$ cat src/rtl/mac_seq_pkg.sv
// Shared types and constants for the complex MAC sequencer.
package mac_seq_pkg;

    localparam int unsigned CPLX_W = 32;
    localparam int unsigned HALF_W = 16;

    typedef enum logic [1:0] {
        IDLE,
        STREAM,
        DRAIN,
        HOLD
    } mac_seq_state_t;

    typedef struct packed {
        logic [HALF_W-1:0] re;
        logic [HALF_W-1:0] im;
    } cplx_t;

endpackage

$ cat src/rtl/mac_sequencer.sv
// Control front end for the complex multiply-accumulate unit: streams one
// dot-product job into the unit and presents the final value on a result port.
module mac_sequencer
    import mac_seq_pkg::*;
#(
    parameter int unsigned LEN_W = 8
) (
    input  logic              CLK,
    input  logic              RST,
    input  logic              job_valid,
    output logic              job_ready,
    input  logic [LEN_W-1:0]  job_len,
    input  logic [CPLX_W-1:0] job_init,
    input  logic              op_valid,
    output logic              op_ready,
    input  logic [CPLX_W-1:0] op_x,
    input  logic [CPLX_W-1:0] op_y,
    output logic [CPLX_W-1:0] mac_x,
    output logic [CPLX_W-1:0] mac_y,
    output logic [CPLX_W-1:0] mac_accum,
    output logic              mac_is_load,
    output logic              mac_enable,
    input  logic [CPLX_W-1:0] mac_result,
    output logic              res_valid,
    input  logic              res_ready,
    output logic [CPLX_W-1:0] res_data,
    output logic              busy
);

    mac_seq_state_t    state_q;
    mac_seq_state_t    state_d;
    logic [LEN_W-1:0]  remain_q;
    logic              first_q;
    cplx_t             init_q;
    logic [CPLX_W-1:0] res_q;

    logic job_take;
    logic beat_take;

    assign job_take  = job_valid && job_ready;
    assign beat_take = op_valid && op_ready;
    assign res_data  = res_q;

    always_ff @(posedge CLK) begin
        if (RST) begin
            state_q <= IDLE;
        end else begin
            state_q <= state_d;
        end
    end

    // Handshake outputs are gated by RST so they read 0 before the first reset edge.
    always_comb begin
        state_d     = state_q;
        job_ready   = 1'b0;
        op_ready    = 1'b0;
        mac_x       = '0;
        mac_y       = '0;
        mac_accum   = '0;
        mac_is_load = 1'b0;
        mac_enable  = 1'b0;
        res_valid   = 1'b0;
        busy        = 1'b0;
        if (!RST) begin
            case (state_q)
                IDLE: begin
                    job_ready = 1'b1;
                    if (job_valid) begin
                        state_d = (job_len == '0) ? HOLD : STREAM;
                    end
                end
                STREAM: begin
                    busy        = 1'b1;
                    op_ready    = 1'b1;
                    mac_x       = op_x;
                    mac_y       = op_y;
                    mac_enable  = op_valid;
                    mac_is_load = first_q;
                    mac_accum   = init_q;
                    if (op_valid && (remain_q == LEN_W'(1))) begin
                        state_d = DRAIN;
                    end
                end
                DRAIN: begin
                    busy    = 1'b1;
                    state_d = HOLD;
                end
                HOLD: begin
                    busy      = 1'b1;
                    res_valid = 1'b1;
                    if (res_ready) begin
                        state_d = IDLE;
                    end
                end
                default: begin
                    state_d = IDLE;
                end
            endcase
        end
    end

    always_ff @(posedge CLK) begin
        if (RST) begin
            remain_q <= '0;
            first_q  <= 1'b0;
            init_q   <= '0;
            res_q    <= '0;
        end else begin
            if (job_take) begin
                init_q   <= job_init;
                remain_q <= job_len;
                first_q  <= 1'b1;
                // A zero-length job never touches the unit; its result is the seed.
                if (job_len == '0) begin
                    res_q <= job_init;
                end
            end
            if (beat_take) begin
                first_q  <= 1'b0;
                remain_q <= remain_q - LEN_W'(1);
            end
            if (state_q == DRAIN) begin
                res_q <= mac_result;
            end
        end
    end

    a_enable_only_on_beat: assert property (@(posedge CLK) disable iff (RST)
        mac_enable |-> (op_valid && op_ready));

    a_stream_has_work: assert property (@(posedge CLK) disable iff (RST)
        (state_q == STREAM) |-> (remain_q != '0));

    a_result_stable: assert property (@(posedge CLK) disable iff (RST)
        (res_valid && !res_ready) |=> (res_valid && $stable(res_data)));

endmodule

$ cat config.mk
export PLATFORM = sky130hd
export DESIGN_NAME = mac_sequencer
export DESIGN_NICKNAME = d
export VERILOG_FILES = /design/src/rtl/mac_seq_pkg.sv /design/src/rtl/mac_sequencer.sv
export SDC_FILE = /design/constraint.sdc
export NUM_CORES = 1
export LEC_CHECK = 0
export BUFFER_PORTS_ARGS = -buffer_cell sky130_fd_sc_hd__buf_2
export CORE_AREA = 2 2 106 108
export DETAILED_ROUTE_END_ITERATION = 6
export DIE_AREA = 0 0 108 110
export PLACE_DENSITY = 0.84
export SLEW_MARGIN = 20
export SYNTH_ARGS = -nofsm -noshare
export SYNTH_HDL_FRONTEND = slang
export SYNTH_SLANG_ARGS = --single-unit
$ cat constraint.sdc
create_clock -name CLK -period 1.9 [get_ports CLK]
set_input_delay 0.095 -clock CLK [delete_from_list [all_inputs] [get_ports CLK]]
set_output_delay 0.095 -clock CLK [all_outputs]
set_load 0.05 [all_outputs]
==> impl_summary.md <==
Detailed routing
The routed via count divided by cell count is ~5.3. The iteration-0 DRC count of the detailed router is around 320. Detailed routing inserted a total of about 5200 vias. The routed wire length per instance is 18.44 um. The detailed-routing iteration count for the pre-antenna-repair pass is 6. The DRC violation count after routing is 0. The number of nets with antenna violations after routing is 0. Wires add up to around 18000 um.

Cells and area
The proportion of layout cells with a drive suffix above 1 is 0.4689. The most common cell after layout, fill and taps aside is buf_2. 0 antenna diodes ended up in the layout.

The post-layout net count is around 1000. In the layout the commonest cells are buf_2 (208), dfxtp_1 (72), dlygate4sd3_1 (56). The final cell utilization of the core is 0.6902. Compared with the post-synthesis result, the final layout area differs by 86.33%.

GRT
The fraction of met2 tracks used by global routing is 0.4443. The via count of the first global-routing pass is 4763. The overall track demand over capacity in global routing is 0.2667. The number of antenna violations at the first check in global routing is 0.

The layer with the highest usage is met2. Global routing finished with a remaining overflow of 0. For this run, global-route usage on met1 was measured as 0.3354. The met3 demand-to-capacity share in global routing is 0.05761. The global-route wire length before repair is approximately 24000 um.

Entering global routing, the biggest net connects 65 pins.

Yosys
The mapped cell area is roughly 0.0040 mm2. The synthesized netlist contains 39 unique library cells. After synthesis, the mean cell area works out to 7.591 um2.

In the synthesized netlist the dominant register cell turns out to be dfxtp_1. Of all flip-flops after synthesis, the portion carrying an async set or reset was 0. Counting flops with a built-in enable in the synthesized netlist gives 0. The proportion of synthesized chip area in sequential cells is 0.3789.

The number of instances in the synthesized netlist is between 500 and 600. The Yosys step of the flow raised 0 warnings. The number of synthesized register bits is between 70 and 80. The synthesized netlist net count is 670.

Critical path
The startpoint of the lowest-slack register-to-register path is state_q[0]$_SDFFE_PP0P_. The delay contributed by the slowest stage of the critical path is ~0.36 ns. The signal on the critical path passes through inv_2, ha_4, nand3b_1, buf_4, nor3_4, buf_12, clkbuf_16, nor3_2, a2111oi_0.

The required arrival time at the worst endpoint is 2.13 ns. The reg-to-reg setup timing slack is -0.04 ns. The nature of the critical path endpoint is a flip-flop. The kind of start point of the critical path is a flip-flop. The combined buffer and inverter count along the critical path is 4. The path type of the worst setup path is flip-flop to flip-flop.

The worst-path maximum fanout is 8. Among all stages on the critical path, the largest delay is contributed by a2111oi_0. Counting cells, the worst reg-to-reg path comes to 9. In this run the critical register-to-register path is captured at res_data[20]$_SDFFE_PP0P_.

On the critical path the largest part of the delay comes from buffers and inverters. At the worst endpoint, the arrival time is 2.17 ns.

Die
The total area inside the core boundary comes to between 0.01 and 0.015 mm2. The die outline width is 108 um. The vertical extent of the die is 110 um. In this run the count of I/O pins placed on the die edge is 275.

The initial utilization of the core area, before any placement, comes to 0.3704. The number of core rows is 38. The floorplan die area is around 0.012 mm2.

Timing
Dividing the final minimum period by the clock period gives 1.023. The post-route clock skew is between 0.015 and 0.02 ns. The worst slack on hold paths is between 0.015 and 0.02 ns.

The final setup violation count is 1. The routed design could run at a clock period as short as approximately 1.9 ns. The final count of pins violating max slew is 0. Setup repair after global routing could not meet its margin everywhere. Timing would allow up to 514.3 MHz.

The final hold violation count is 0. Adding up every negative setup slack in the final design gives -0.04421 ns. Setup slack on the critical path of the routed design comes to -0.04421 ns. Measured against its own limit, the worst slew margin works out to 0.6071. The transition time at the pin with the least slew margin is roughly 0.6 ns.

Clock network
The tree is rooted in a clkbuf_8. TritonCTS built the clock tree. The clock passes through at most 2 buffers. The total clock sinks is 75.

The TritonCTS buffer count is 9. CTS built an H-tree with a depth of 3. Clock-pin slew was measured on the worst setup and hold paths at around 0.11 ns.

At the later pin of the worst-skew pair, clock insertion delay measures approximately 0.35 ns.

Power
Across the VDD grid, the largest voltage drop is roughly 940 uV. The power density normalized to cell area is approximately 1200 mW/mm2. The leakage dissipation is between 3 and 4 nW.

Min path
The cell depth of the worst min-delay path is 3. The type of the tightest min-delay check is primary input to flip-flop. The path with the worst hold slack has its endpoint at res_data[10]$_SDFFE_PP0P_. In this run the most critical hold path is launched from mac_result[10].

Flow run
Max-cap violations in this run came to 0.

Status
The checks that failed: setup timing. The flow ran to the end, but the final reports show violations.

Placement
Summed over all nets, the half-perimeter wirelength after detailed placement is about 10000 um. At the end of routability-driven placement, the weighted congestion stood at 0.8504. The count of input and output buffers is between 200 and 300.
cells in the mapped netlist (2+ instances only):
cell | count | share of area
ha_1 | 7 | 0.022
a21oi_1 | 6 | 0.0076
buf_1 | 5 | 0.0047
nand2b_1 | 32 | 0.051
a2111oi_1 | 11 | 0.028
nand2_1 | 39 | 0.037
nand3_1 | 4 | 0.0051
or4_4 | 2 | 0.0057
nor3b_1 | 2 | 0.0038
o21ai_0 | 35 | 0.044
nand3b_1 | 2 | 0.0038
nor3_1 | 68 | 0.086
a2bb2oi_1 | 2 | 0.0044
a2111oi_0 | 22 | 0.049
dfxtp_1 | 75 | 0.38
inv_1 | 41 | 0.039
and2_1 | 66 | 0.10
buf_6 | 3 | 0.0085
nor2_1 | 44 | 0.042
or3_1 | 2 | 0.0032
clkbuf_1 | 36 | 0.034
metrics by stage:
step                      power [mW]  instance area (um2)  instances  setup WS (ns)
final                          8.868                 7383        993       -0.04421
after global routing           9.296                 7383        993        -0.1292
after CTS                      8.104                 6790        989      -0.003340
after detailed placement       6.399                 5589        911       -0.01155
after global placement         6.308                 5589        911        0.04530
after floorplan                5.231                 3965        522        0.04016
state kept, by name, indices dropped and copies added, names as in the netlist:
register  count
init_q       32
remain_q      8
state_q       2
res_data     32
first_q       1
cells by family (layout without fill, tap and decap cells):
logic type,count (synthesis),in the layout,synth area share
AND/OR/NAND/NOR,265,265,0.3505
adder cells (fa/ha/maj),7,7,0.02210
flip-flops,75,75,0.3789
multiplexers,1,1,0.002526
AO/OA/AOI/OAI,86,86,0.1554
XOR/XNOR,1,1,0.002211
buffers and inverters,87,418,0.08841
worst max path at each step:
stage / start / end / depth (start not counted)
6_report: state_q[0]$_SDFFE_PP0P_ / res_data[20]$_SDFFE_PP0P_ / 9
2_1_floorplan: state_q[0]$_SDFFE_PP0P_ / res_data[0]$_SDFFE_PP0P_ / 8
3_3_place_gp: remain_q[3]$_SDFFE_PP0P_ / state_q[1]$_SDFFE_PP0P_ / 4
3_5_place_dp: remain_q[3]$_SDFFE_PP0P_ / state_q[1]$_SDFFE_PP0P_ / 4
4_1_cts: state_q[1]$_SDFFE_PP0P_ / mac_y[20] / 9
5_1_grt: state_q[1]$_SDFFE_PP0P_ / res_data[20]$_SDFFE_PP0P_ / 9
final cells by class:
class / count / area (um2)
Inverter: 42 / 158.9
Timing Repair Buffer: 360 / 2860
Fill cell: 773 / 3314
Tap cell: 140 / 175.2
Multi-Input combinational cell: 360 / 2479
Clock inverter: 7 / 81.33
Clock buffer: 9 / 123.9
Sequential cell: 75 / 1505
layer usage:
metal	vias to the layer above	share of wire
met5	-	0
met4	0	0.041
met3	72	0.073
met2	294	0.49
met1	2425	0.39
li1	2427	-
power breakdown:
group          total, mW  internal (mW)  leakage, nW  switching [mW]
Combinational       5.32           1.97         2.73            3.35
Clock               1.28          0.528        0.104           0.754
Sequential          2.27           2.01        0.616           0.254
Total               8.87           4.51         3.45            4.36
what timing repair did:
item | 4_1_cts | 5_1_grt
hold endpoints to repair | 56 | 0
cloned | 3 | 2
endpoints found under the setup margin | 103 | 119
resized for setup | 109 | 151
buffers inserted | 3 | 3
pin swaps | 5 | 33
hold buffers | 56 | 0
tightest hold or removal path: stages:
cell and delay [ns]:
buf_2 0.10, inv_1 0.06, a2111oi_1 0.07
Note: power is estimated with default switching activity, not from simulation.
